<file path="src/rtl/systolic_pkg.sv">
// systolic_pkg: shared dimensions, row/state types and lane helper for the systolic sequencer
`timescale 1ns/1ps
package systolic_pkg;
  localparam int N = 8;
  localparam int DW = 8;
  localparam int OUT_LAT = 8;
  localparam int WCW = $clog2(N + 1);
  typedef logic [N*DW-1:0] row_t;
  typedef enum logic [2:0] {IDLE, LOAD_W, STREAM, DRAIN, DONE} state_t;
  // bit position of the LSB of lane k in an n-lane row; lane 0 is the most significant lane
  function automatic int lane_lsb(input int k, input int n, input int dw);
    return dw * (n - 1 - k);
  endfunction
endpackage

</file>
<file path="src/rtl/skew_line.sv">
// skew_line: per-lane delay line; SKEW=1 delays lane k by k cycles, SKEW=0 delays lane k by N-1-k
// Ports:
//   clk, n_rst : clock, asynchronous active-low reset
//   d          : N*DW input row
//   q          : N*DW delayed row (zero-delay lanes are combinational)
`timescale 1ns/1ps
module skew_line #(
  parameter int N = systolic_pkg::N,
  parameter int DW = systolic_pkg::DW,
  parameter bit SKEW = 1'b1
) (
  input  logic          clk,
  input  logic          n_rst,
  input  logic [N*DW-1:0] d,
  output logic [N*DW-1:0] q
);
  import systolic_pkg::*;
  for (genvar k = 0; k < N; k++) begin : g_lane
    localparam int D = SKEW ? k : N - 1 - k;
    localparam int L = lane_lsb(k, N, DW);
    if (D == 0) begin : g_wire
      assign q[L +: DW] = d[L +: DW];
    end else begin : g_reg
      logic [DW-1:0] sr [D];
      always_ff @(posedge clk or negedge n_rst) begin
        if (!n_rst) begin
          for (int i = 0; i < D; i++) sr[i] <= '0;
        end else begin
          sr[0] <= d[L +: DW];
          for (int i = 1; i < D; i++) sr[i] <= sr[i-1];
        end
      end
      assign q[L +: DW] = sr[D-1];
    end
  end
endmodule

</file>
<file path="src/rtl/systolic_ctrl.sv">
// systolic_ctrl: weight preload, skewed activation streaming and result deskew for an NxN weight-stationary array
// Ports:
//   clk, n_rst              : clock, asynchronous active-low reset
//   start, num_rows         : job start (IDLE only) and activation row count
//   w_data/w_valid/w_ready  : weight row stream (N rows per job)
//   x_data/x_valid/x_ready  : activation row stream
//   y_data/y_valid          : deskewed result rows, no backpressure
//   busy, done              : job in progress, one-cycle completion pulse
//   load, array_input       : to array (weight strobe / lane data)
//   array_output            : from array
// Optional: SYSTOLIC_CTRL_PERF_EN adds perf_cycles (busy cycles) and perf_bubbles (idle STREAM cycles).
`timescale 1ns/1ps
module systolic_ctrl
  import systolic_pkg::*;
(
  input  logic            clk,
  input  logic            n_rst,
  input  logic            start,
  input  logic [15:0]     num_rows,
  input  logic [N*DW-1:0] w_data,
  input  logic            w_valid,
  output logic            w_ready,
  input  logic [N*DW-1:0] x_data,
  input  logic            x_valid,
  output logic            x_ready,
  output logic [N*DW-1:0] y_data,
  output logic            y_valid,
  output logic            busy,
  output logic            done,
`ifdef SYSTOLIC_CTRL_PERF_EN
  output logic [31:0]     perf_cycles,
  output logic [31:0]     perf_bubbles,
`endif
  output logic            load,
  output logic [N*DW-1:0] array_input,
  input  logic [N*DW-1:0] array_output
);
  // tag travels from acceptance to the y register: N skew/deskew stages plus OUT_LAT in the array
  localparam int TL = N + OUT_LAT;
  state_t         state;
  logic [15:0]    rows;
  logic [15:0]    x_cnt;
  logic [WCW-1:0] w_cnt;
  logic [TL-1:0]  tags;
  row_t           skew_d;
  row_t           skew_q;
  row_t           desk_q;
  logic           w_hs;
  logic           x_hs;
  assign w_hs = w_valid & w_ready;
  assign x_hs = x_valid & x_ready;
  // bubbles enter as zero rows so the array sees nothing between real rows
  assign skew_d = x_hs ? x_data : '0;
  skew_line #(.N(N), .DW(DW), .SKEW(1'b1)) u_skew (
    .clk(clk), .n_rst(n_rst), .d(skew_d), .q(skew_q)
  );
  skew_line #(.N(N), .DW(DW), .SKEW(1'b0)) u_deskew (
    .clk(clk), .n_rst(n_rst), .d(array_output), .q(desk_q)
  );
  // LOAD_W lingers one cycle after the N-th handshake so the final load strobe stays inside LOAD_W
  always_ff @(posedge clk or negedge n_rst) begin
    if (!n_rst) begin
      state   <= IDLE;
      rows    <= '0;
      x_cnt   <= '0;
      w_cnt   <= '0;
      w_ready <= 1'b0;
      x_ready <= 1'b0;
      busy    <= 1'b0;
      done    <= 1'b0;
    end else begin
      done <= 1'b0;
      case (state)
        IDLE: if (start) begin
          state   <= LOAD_W;
          rows    <= num_rows;
          w_cnt   <= '0;
          x_cnt   <= '0;
          w_ready <= 1'b1;
          busy    <= 1'b1;
        end
        LOAD_W: if (w_cnt == WCW'(N)) begin
          state   <= (rows == 16'd0) ? DONE : STREAM;
          x_ready <= rows != 16'd0;
          done    <= rows == 16'd0;
        end else if (w_hs) begin
          w_cnt   <= w_cnt + 1'b1;
          w_ready <= w_cnt != WCW'(N - 1);
        end
        STREAM: if (x_hs) begin
          x_cnt <= x_cnt + 1'b1;
          if (x_cnt == rows - 16'd1) begin
            state   <= DRAIN;
            x_ready <= 1'b0;
          end
        end
        DRAIN: if (tags == '0) begin
          state <= DONE;
          done  <= 1'b1;
        end
        DONE: begin
          state <= IDLE;
          busy  <= 1'b0;
        end
        default: state <= IDLE;
      endcase
    end
  end
  // skew line is empty outside STREAM/DRAIN, so it contributes zeros during weight loading
  always_ff @(posedge clk or negedge n_rst) begin
    if (!n_rst) begin
      load        <= 1'b0;
      array_input <= '0;
      tags        <= '0;
      y_valid     <= 1'b0;
      y_data      <= '0;
    end else begin
      load        <= w_hs;
      array_input <= w_hs ? w_data : skew_q;
      tags        <= {tags[TL-2:0], x_hs};
      y_valid     <= tags[TL-1];
      y_data      <= tags[TL-1] ? desk_q : '0;
    end
  end
`ifdef SYSTOLIC_CTRL_PERF_EN
  always_ff @(posedge clk or negedge n_rst) begin
    if (!n_rst) begin
      perf_cycles  <= '0;
      perf_bubbles <= '0;
    end else if (state == IDLE && start) begin
      perf_cycles  <= '0;
      perf_bubbles <= '0;
    end else begin
      if (busy && perf_cycles != '1) perf_cycles <= perf_cycles + 1'b1;
      if (x_ready && !x_valid && perf_bubbles != '1) perf_bubbles <= perf_bubbles + 1'b1;
    end
  end
`endif
endmodule
</file>
<file path="config.mk">
export PLATFORM = sky130hd
export DESIGN_NAME = systolic_ctrl
export DESIGN_NICKNAME = d
export VERILOG_FILES = /design/src/rtl/systolic_pkg.sv /design/src/rtl/skew_line.sv /design/src/rtl/systolic_ctrl.sv
export SDC_FILE = /design/constraint.sdc
export NUM_CORES = 1
export LEC_CHECK = 0
export ABC_AREA = 1
export ABC_CLOCK_PERIOD_IN_PS = 2650
export CORE_MARGIN = 2
export CORE_UTILIZATION = 45
export DETAILED_ROUTE_END_ITERATION = 12
export PLACE_DENSITY = 0.75
export RECOVER_POWER = 25
export SLEW_MARGIN = 10
export SYNTH_ARGS = -nofsm -noshare
export SYNTH_HDL_FRONTEND = slang
export SYNTH_SLANG_ARGS = --single-unit
</file>
<file path="constraint.sdc">
create_clock -name clk -period 2.65 [get_ports clk]
set_input_delay 0.6625 -clock clk [delete_from_list [all_inputs] [get_ports clk]]
set_output_delay 0.6625 -clock clk [all_outputs]
set_load 0.005 [all_outputs]
</file>
==> impl_metrics.json, run 1 <==
{
  "netlist_instances": 1420,
  "post_drt_wl_per_cell_microns": 16.2,
  "avgViaCountPerCell": 4.50,
  "layout-drive-gt1-share_pct": 8.83,
  "vias": 10900,
  "worst_slew_pin_slew_ns": 1.60,
  "grt_pass1_wl_microns": 62300,
  "hp-class": "reg2reg",
  "rows": 75,
  "finalCriticalPeriod_ns": 2.19,
  "synthArstFlopShare_pct": 100,
  "slew_headroom_pct": -6.41,
  "synthAdderAreaFrac_pct": 0.260,
  "start_util_pct": 45.8,
  "finalCritPeriodShare_pct": 82.7,
  "fp.dieH_microns": 211,
  "place_area_sq_mm": 0.0237,
  "r2r-start": "rows[0]",
  "drc_errors": 0,
  "rsz0062_at_grt": "no",
  "cp_cell_sequence": "clkdlybuf4s50_1",
  "path_clk_slew_ns": 0.06,
  "worst-path-max-fanout": 3,
  "sw_frac_of_total_pct": 24.6,
  "dieArea_sq_mm": 0.0445,
  "critPathTopFamily": "buffers and inverters",
  "irDropWorstVdd_mv": 0.650,
  "synthXorXnorAreaFrac_pct": 0.727,
  "fillerInstances": 3165,
  "finalWeightedCongestion": 0.871,
  "wl_microns": 39100,
  "grt_max_degree": 92,
  "syn_area_sq_mm": 0.0193,
  "synth.net_count": 1637,
  "slowest_stage": "clkdlybuf4s50_1",
  "cp-end-kind": "output pin",
  "p_int_w": 0.0181,
  "cts.repair.resized": 0,
  "portBuffers": 346,
  "dp_hpwl_microns": 26000,
  "p_seq_share_pct": 47.7,
  "cp-start-kind": "flip-flop",
  "outcome": "complete, but fails checks",
  "final_core_util_pct": 61.6,
  "clock-sinks": 637,
  "clk_latency_ns": 0.57,
  "hold_viol": 0,
  "multiInputGateArea_sq_mm": 0.00260,
  "regArea_sq_mm": 0.0159,
  "antenna_found_initial": 4,
  "area_delta_synth_final_pct": 34.7,
  "h-tree-depth": 3,
  "criticalPathCategory": "reg2out",
  "yosys.area_share.simple_pct": 11.1,
  "ctsHoldBuffers": 0,
  "maxCapViolCount": 1,
  "synth_edf_count": 0,
  "finish.net_count": 2049,
  "syn_area_per_cell_sq_um": 13.6,
  "max_stage_delay_ns": 0.54,
  "synth_warnings": 0,
  "cts_setup_buffers": 0,
  "worstSetupStartpoint": "w_ready",
  "clockBufferDepth": 3,
  "die_width_microns": 211,
  "p_per_area_mw_per_mm2": 926,
  "synth_top_family_by_area": "simple AND/OR/NAND/NOR gates",
  "core_area_sq_mm": 0.0421,
  "p_comb_share_pct": 13.1,
  "overflow": 0,
  "worst_ep_required_time_ns": 1.99,
  "drt_iter0_markers": 740,
  "dr.pass1.iters": 4,
  "fin_setup_tns_ns": 0,
  "slew_violations": 51,
  "cts_tree": "done",
  "place_ws_ns": 0.163,
  "diodes": 0,
  "worstHoldStart": "u_deskew.g_lane[0].g_reg.sr[49]",
  "postLayoutCellArea_sq_mm": 0.0260,
  "power_leakage_nw": 13.2,
  "finalWorstSetupSlack_ns": 0.457,
  "cp.buffers_inverters": 1,
  "clockRootBuffer": "clkbuf_16",
  "grt_use_total_pct": 18.3,
  "drtAntennaViolNets": 0,
  "synth_seq_cells": 637,
  "max_freq_mhz": 456,
  "cts_buffers": 66,
  "yosys_most_used_dff": "dfrtp_1",
  "io_pins": 347,
  "synth_compound_area_share_pct": 1.28,
  "first_global_vias": 11900,
  "yosysSeqAreaShare_pct": 82.7,
  "setup_viol": 0,
  "synth.distinct_cells": 36,
  "power_switching_w": 0.00590,
  "power_frac_clock_pct": 39.2,
  "crit_arrival_ns": 1.53,
  "muxShareOfSynthArea_pct": 0.0519,
  "violations": "capacitance limit, slew limit",
  "clock_skew_ns": 0.0189
}
## cells in the final DEF (no fill, tap or decap), types with 3 or more instances in the layout
master             n
o21ai_1            5
nor3_1             8
nand2_1          354
nand2_4            3
clkbuf_8          11
buf_4             15
clkbuf_16         68
bufinv_16          8
ha_1               4
nand2_2            3
clkdlybuf4s50_1  345
xor2_1             9
a21oi_1           11
nand3b_1           4
nor2_2             7
dfrtp_1          636
clkinv_2          11
o21ai_0           19
nor4_1             5
nand3_1           28
a31oi_1            3
nand4_1            5
inv_2              7
inv_1            159
buf_12            15
xnor2_1            7
clkbuf_1           9
clkinvlp_4         4
nor2_1            95
## path summary, 6_finish.rpt
check / end / slack, ns / cells past startpoint
hold reg to reg: u_deskew.g_lane[0].g_reg.sr[41] / 0.34 / 0
hold / removal: u_deskew.g_lane[0].g_reg.sr[41] / 0.34 / 0
setup reg to reg: state[1] / 0.51 / 15
max in group asynchronous: u_skew.g_lane[4].g_reg.sr[12] / 0.94 / 3
setup / recovery: w_ready / 0.46 / 1
min in group asynchronous: u_deskew.q[17] / 0.49 / 1
## routing by layer
layer	track usage [%]	vias up	wire [microns]
li1	-	5096	-
met1	22.3	5374	15300
met2	30.5	315	20000
met3	4.97	94	2350
met4	8.26	8	1380
met5	0	-	52
## power groups by stage
stage / Sequential (W) / Combinational (W) / Clock [W]
after floorplan: 0.0115 / 0.00150 / 0
after global placement: 0.0116 / 0.00308 / 0
after detailed placement: 0.0116 / 0.00318 / 0
after CTS: 0.0115 / 0.00320 / 0.00968
after global routing: 0.0116 / 0.00354 / 0.0101
final: 0.0115 / 0.00315 / 0.00942
## cell type report
type,count,area share (%)
clock inverter,27,1.42
inverter,167,2.41
clock buffer,88,7.27
multi-input combinational,584,10.0
timing repair buffer,376,14.9
tap,539,2.60
sequential,637,61.4
## state kept, by name (all words and copies together), names as in the netlist
name	count
y_data	64
x_ready	1
u_deskew.q	48
rows	16
u_skew.g_lane.g_reg.sr	176
tags	16
u_deskew.g_lane.g_reg.sr	176
u_skew.q	48
state	3
y_valid	1
w_ready	1
array_input	64
load	1
done	1
w_cnt	4
x_cnt	16
busy	1
## kinds of logic (layout without fill, tap and decap cells)
kind of cell | Yosys count | in the layout
flip-flops | 637 | 637
AND/OR/NAND/NOR | 519 | 519
buffers and inverters | 199 | 658
AO/OA/AOI/OAI | 44 | 44
XOR/XNOR | 16 | 16
adder cells (fa/ha/maj) | 4 | 4
multiplexers | 1 | 1
## synth_stat cells, types with 2 or more instances
master / number / area share, %
nand3b_1: 4 / 0.16
nor3_1: 8 / 0.21
xor2_1: 9 / 0.41
nor2_2: 7 / 0.23
buf_1: 4 / 0.078
nand2_4: 3 / 0.18
nand4_1: 5 / 0.16
nand2_1: 356 / 6.9
a21oi_1: 11 / 0.29
inv_1: 160 / 3.1
a31oi_1: 3 / 0.097
xnor2_1: 7 / 0.32
o21ai_1: 5 / 0.13
nor2_8: 2 / 0.21
inv_2: 6 / 0.12
nand3_2: 2 / 0.10
o21ai_0: 19 / 0.49
nor4_1: 5 / 0.16
nor2_1: 95 / 1.8
ha_1: 4 / 0.26
clkbuf_1: 27 / 0.53
dfrtp_1: 637 / 83
nand3_1: 28 / 0.73
## metrics by stage
stage               hold WS (ns)  cells  total power [W]
finish                     0.338   2418           0.0240
detailed placement         0.335   2303           0.0148
global route               0.340   2418           0.0252
CTS                       0.0175   2418           0.0243
global placement           0.331   2303           0.0146
floorplan                  0.331   1420           0.0130
Note: power is estimated with default switching activity, not from simulation.
==> run 2: changes to the inputs <==
- ABC_CLOCK_PERIOD_IN_PS: 2650 -> 2100
- clock period: 2.65 -> 2.1 ns (I/O delays scaled with it)
==> run 2 against run 1 <==
The run now ends clean. Critical path depth unchanged. Routed wire length about the same. Sequential share of layout area decreased by 0.56 points. Combinational power increased by 34%. Via count increased by 1.4%. Sequential power increased by 26%. First-iteration DRC count decreased by 7.2%. Setup slack got worse by 0.40 ns. Largest cell class unchanged. Final area increased by 0.93%.
==> impl_metrics.json, run 2 (same netlist as run 1, synthesis figures left out) <==
{
  "outcome": "complete, no violations",
  "finalCriticalPeriod_ns": 2.04,
  "p_per_area_mw_per_mm2": 1170,
  "worst_slew_pin_slew_ns": 0.735,
  "setup_viol": 0,
  "final_common_cell": "dfrtp_1",
  "dr.pass1.iters": 5,
  "postLayoutCellArea_sq_mm": 0.0262,
  "layout-drive-gt1-share_pct": 10.4,
  "grt_pass1_wl_microns": 62500,
  "overflow": 0,
  "largest_registers": "u_deskew.g_lane.g_reg.sr (176), u_skew.g_lane.g_reg.sr (176)",
  "cp-start-kind": "flip-flop",
  "grt_max_degree": 77,
  "cp-end-kind": "output pin",
  "area_delta_synth_final_pct": 35.9,
  "place_area_sq_mm": 0.0238,
  "worst_ep_required_time_ns": 1.57,
  "antenna_found_initial": 6,
  "slew_headroom_pct": 51.0,
  "layout_common_cells": "dfrtp_1 (635), nand2_1 (352), clkdlybuf4s50_1 (281)",
  "clock-sinks": 637,
  "post_drt_wl_per_cell_microns": 16.0,
  "path_clk_slew_ns": 0.07,
  "finalCritPeriodShare_pct": 97.2,
  "hp-class": "reg2reg",
  "core_area_sq_mm": 0.0421,
  "maxCapViolCount": 0,
  "io_pins": 347,
  "hold_viol": 0,
  "dp_hpwl_microns": 26300,
  "h-tree-depth": 2,
  "criticalPathCategory": "reg2out",
  "start_util_pct": 45.8,
  "cp_cell_sequence": "clkdlybuf4s50_1",
  "clockBufferDepth": 3,
  "worst-path-max-fanout": 1,
  "regArea_sq_mm": 0.0159,
  "cp.buffers_inverters": 1,
  "power_leakage_nw": 13.4,
  "clock_skew_ns": 0.0165,
  "cts_buffers": 61,
  "crit_arrival_ns": 1.52,
  "finish.net_count": 2068,
  "slowest_stage": "clkdlybuf4s50_1",
  "max_freq_mhz": 490,
  "max_stage_delay_ns": 0.59,
  "wl_microns": 39100,
  "cts_tree": "done",
  "clockRootBuffer": "clkbuf_16",
  "clk_latency_ns": 0.61,
  "drt_iter0_markers": 687,
  "fp.dieH_microns": 211,
  "slew_violations": 0,
  "multiInputGateArea_sq_mm": 0.00264,
  "rows": 75,
  "irDropWorstVdd_mv": 0.930,
  "drtAntennaViolNets": 0,
  "power_w": 0.0306,
  "avgViaCountPerCell": 4.52,
  "grt_use_total_pct": 18.2,
  "critPathTopFamily": "buffers and inverters",
  "drc_errors": 0,
  "portBuffers": 346,
  "first_global_vias": 11700,
  "die_width_microns": 211,
  "dieArea_sq_mm": 0.0445,
  "finalWeightedCongestion": 0.874,
  "vias": 11000,
  "fillerInstances": 3107
}
run 2: cell count changes in the layout (fill, tap and decap cells not counted), moves of 3 or more:
cell / previous run / this run
clkbuf_16: 68 / 61
dlygate4sd3_1: 0 / 57
nor2_4: 1 / 5
nor2_1: 95 / 91
buf_4: 15 / 40
dlymetal6s2s_1: 0 / 7
bufinv_16: 8 / 13
clkdlybuf4s50_1: 345 / 281
clkinv_2: 11 / 8
run 2: cell type report:
| cell class | count | area share [%] |
|---|---|---|
| timing repair buffer | 400 | 15.5 |
| clock buffer | 82 | 6.62 |
| inverter | 167 | 2.39 |
| clock inverter | 31 | 2.02 |
| antenna | 2 | 0.0191 |
| multi-input combinational | 584 | 10.1 |
| sequential | 637 | 60.8 |
| tap | 539 | 2.57 |
run 2: layer usage:
layer  track usage [%]  vias to the layer above  wire (microns)
met5                 0                        -              44
met4              8.26                        8            1430
met3              4.43                      103            2390
met2              30.1                      324           20200
met1              22.8                     5464           15100
li1                  -                     5140               -
run 2: worst paths after layout:
path | from | end | slack [ns] | cells past startpoint
setup / recovery | array_input[2] | array_input[2] | 0.06 | 1
hold reg to reg | u_deskew.g_lane[3].g_reg.sr[27] | u_deskew.g_lane[3].g_reg.sr[19] | 0.34 | 0
setup reg to reg | rows[1] | state[0] | 0.16 | 15
min in group asynchronous | n_rst | u_deskew.q[20] | 0.40 | 2
max in group asynchronous | n_rst | u_deskew.g_lane[0].g_reg.sr[38] | 0.87 | 3
hold / removal | u_deskew.g_lane[3].g_reg.sr[27] | u_deskew.g_lane[3].g_reg.sr[19] | 0.34 | 0
run 2: per-stage QoR:
step,std cells,worst slack [ns],setup TNS (ns),hold WS (ns),utilization [%]
3_5_place_dp,2323,-0.0838,-0.209,0.335,56.6
4_1_cts,2438,0.000390,0,0.304,62.0
2_1_floorplan,1420,0.338,0,0.229,-
6_report,2442,0.0584,0,0.341,62.2
5_1_grt,2442,-0.0131,-0.0162,0.347,62.2
3_3_place_gp,2323,-0.0779,-0.127,0.331,56.6
run 2: timing repair:
item	in CTS	in global routing
hold endpoints to repair	31	0
buffers inserted	1	2
setup endpoints to repair	3	11
gates resized for setup	2	19
hold buffers	1	0
pin swaps	0	2
run 2: report_power, final:
group,total [W],internal [W],switching [W],leakage (nW)
combinational,0.00421,0.00193,0.00227,4.18
clock,0.0119,0.00741,0.00454,1.11
sequential,0.0145,0.0138,0.000692,8.10
total,0.0306,0.0231,0.00751,13.4
==> run 3: changes to the inputs <==
- MAX_ROUTING_LAYER: unset -> met4
==> run 3 against run 2 <==
Core utilization fell by 0.26 points. Critical path depth did not move. Hold slack improved by 0.0011 ns. Setup slack got worse by 0.012 ns. Routed wire length fell by 1.1%. Critical endpoint is now w_ready. Non-clock buffer count fell by 8. Largest cell class unchanged. First-iteration DRC count fell by 0.44%. Sequential power barely moved. Count of clock-buffer cells in the layout fell by 2. Global-route usage rose by 0.20 points. Sequential share of layout area rose by 0.25 points. Maximum frequency fell by 0.58%.
==> impl_metrics.json, run 3 (same netlist as run 1, synthesis figures left out) <==
{
  "outcome": "complete, no violations",
  "final_common_cell": "dfrtp_1",
  "fin_setup_tns_ns": 0,
  "final_cells": 2437,
  "finalWorstSetupSlack_ns": 0.0465,
  "fp.dieH_microns": 211,
  "layout_common_cells": "dfrtp_1 (636), nand2_1 (353), clkdlybuf4s50_1 (287)",
  "hp-class": "reg2reg",
  "irDropWorstVdd_mv": 0.789,
  "power_leakage_nw": 13.3,
  "clk_latency_ns": 0.61,
  "worst_ep_required_time_ns": 1.57,
  "clock-sinks": 637,
  "vias": 11000,
  "worst-path-max-fanout": 2,
  "portBuffers": 346,
  "wl_microns": 38700,
  "core_area_sq_mm": 0.0421,
  "drt_iter0_markers": 684,
  "place_ws_ns": -0.127,
  "max_freq_mhz": 487,
  "worstHoldStart": "u_skew.g_lane[6].g_reg.sr[34]",
  "drtAntennaViolNets": 0,
  "area_delta_synth_final_pct": 35.4,
  "p_per_area_mw_per_mm2": 1160,
  "maxCapViolCount": 0,
  "clockRootBuffer": "clkbuf_16",
  "rrSetupSlack_ns": 0.19,
  "layout-drive-gt1-share_pct": 10.1,
  "rsz0062_at_grt": "no",
  "critPathTopFamily": "buffers and inverters",
  "die_width_microns": 211,
  "avgViaCountPerCell": 4.50,
  "worstSetupStartpoint": "w_ready",
  "cp-end-kind": "output pin",
  "overflow": 0,
  "setup_viol": 0,
  "antenna_found_initial": 4,
  "rows": 75,
  "clockBufferDepth": 3,
  "min_to": "u_skew.g_lane[6].g_reg.sr[26]",
  "regArea_sq_mm": 0.0159,
  "post_drt_wl_per_cell_microns": 15.9,
  "max_stage_delay_ns": 0.52,
  "h-tree-depth": 2,
  "final_core_util_pct": 61.9,
  "cts_tree": "done",
  "first_global_vias": 11800,
  "cp-start-kind": "flip-flop",
  "r2r-start": "rows[0]",
  "hold-path-cell-count": 0,
  "largest_registers": "u_deskew.g_lane.g_reg.sr (176), u_skew.g_lane.g_reg.sr (176)",
  "worst_slew_pin_slew_ns": 0.730,
  "finalWeightedCongestion": 0.886,
  "dieArea_sq_mm": 0.0445,
  "dr.pass1.iters": 5,
  "cp_cell_sequence": "clkdlybuf4s50_1",
  "slew_violations": 0,
  "dpl.cell_count": 2316,
  "grt_pass1_wl_microns": 61800,
  "hold_viol": 0,
  "drc_errors": 0,
  "path_clk_slew_ns": 0.06,
  "finish.net_count": 2060,
  "rr_worst_depth": 15,
  "multiInputGateArea_sq_mm": 0.00265,
  "regToRegEndpoint": "state[0]",
  "clock_skew_ns": 0.0133,
  "grt_use_total_pct": 18.4,
  "cts_buffers": 61,
  "crit_arrival_ns": 1.53,
  "finalCriticalPeriod_ns": 2.05,
  "cp.buffers_inverters": 1,
  "fillerInstances": 3158,
  "slowest_stage": "clkdlybuf4s50_1",
  "start_util_pct": 45.8,
  "grt_max_degree": 103,
  "dp_hpwl_microns": 25500,
  "crit_cells": 1,
  "io_pins": 347,
  "finalCritPeriodShare_pct": 97.8,
  "slew_headroom_pct": 51.3,
  "criticalPathCategory": "reg2out"
}
==> run 3: worst max-delay path by stage <==
stage,endpoint,slack [ns]
2_1_floorplan,state[1],0.34
3_3_place_gp,x_cnt[15],-0.08
3_5_place_dp,x_cnt[12],-0.13
4_1_cts,x_ready,0.007
5_1_grt,state[0],0.0007
6_report,w_ready,0.05
==> run 3: metrics by stage <==
step	cell area (sq um)	power, W	hold slack (ns)
floorplan	19300	0.0164	0.229
global placement	23800	0.0186	0.331
detailed placement	23800	0.0188	0.335
CTS	26000	0.0305	0.305
global route	26100	0.0317	0.349
finish	26100	0.0302	0.342
==> run 3: where the power goes <==
group	internal, W	leakage (nW)	switching (W)	total (W)
clock	0.00700	1.08	0.00459	0.0116
sequential	0.0138	8.10	0.000700	0.0145
combinational	0.00191	4.09	0.00225	0.00417
==> run 3: what timing repair did <==
action	CTS	global route
pin swaps	0	2
endpoints found under the hold margin	21	0
resized for setup	0	15
setup buffers	2	0
cloned	0	0
endpoints found under the setup margin	2	6
hold buffers	1	0
==> run 3: area by class of cell <==
cell class,count,area share [%]
antenna,4,0.0384
clock buffer,80,6.70
clock inverter,34,1.74
inverter,167,2.40
multi-input combinational,584,10.1
sequential,637,61.1
tap,539,2.58
timing repair buffer,392,15.3
==> run 3: metal layers <==
metal	wire length [microns]	share of wire [%]	global-route usage (%)
met1	15700	40	23.1
met2	19700	51	29.8
met3	2090	5.4	3.61
met4	1290	3.3	7.26
met5	0	0	-
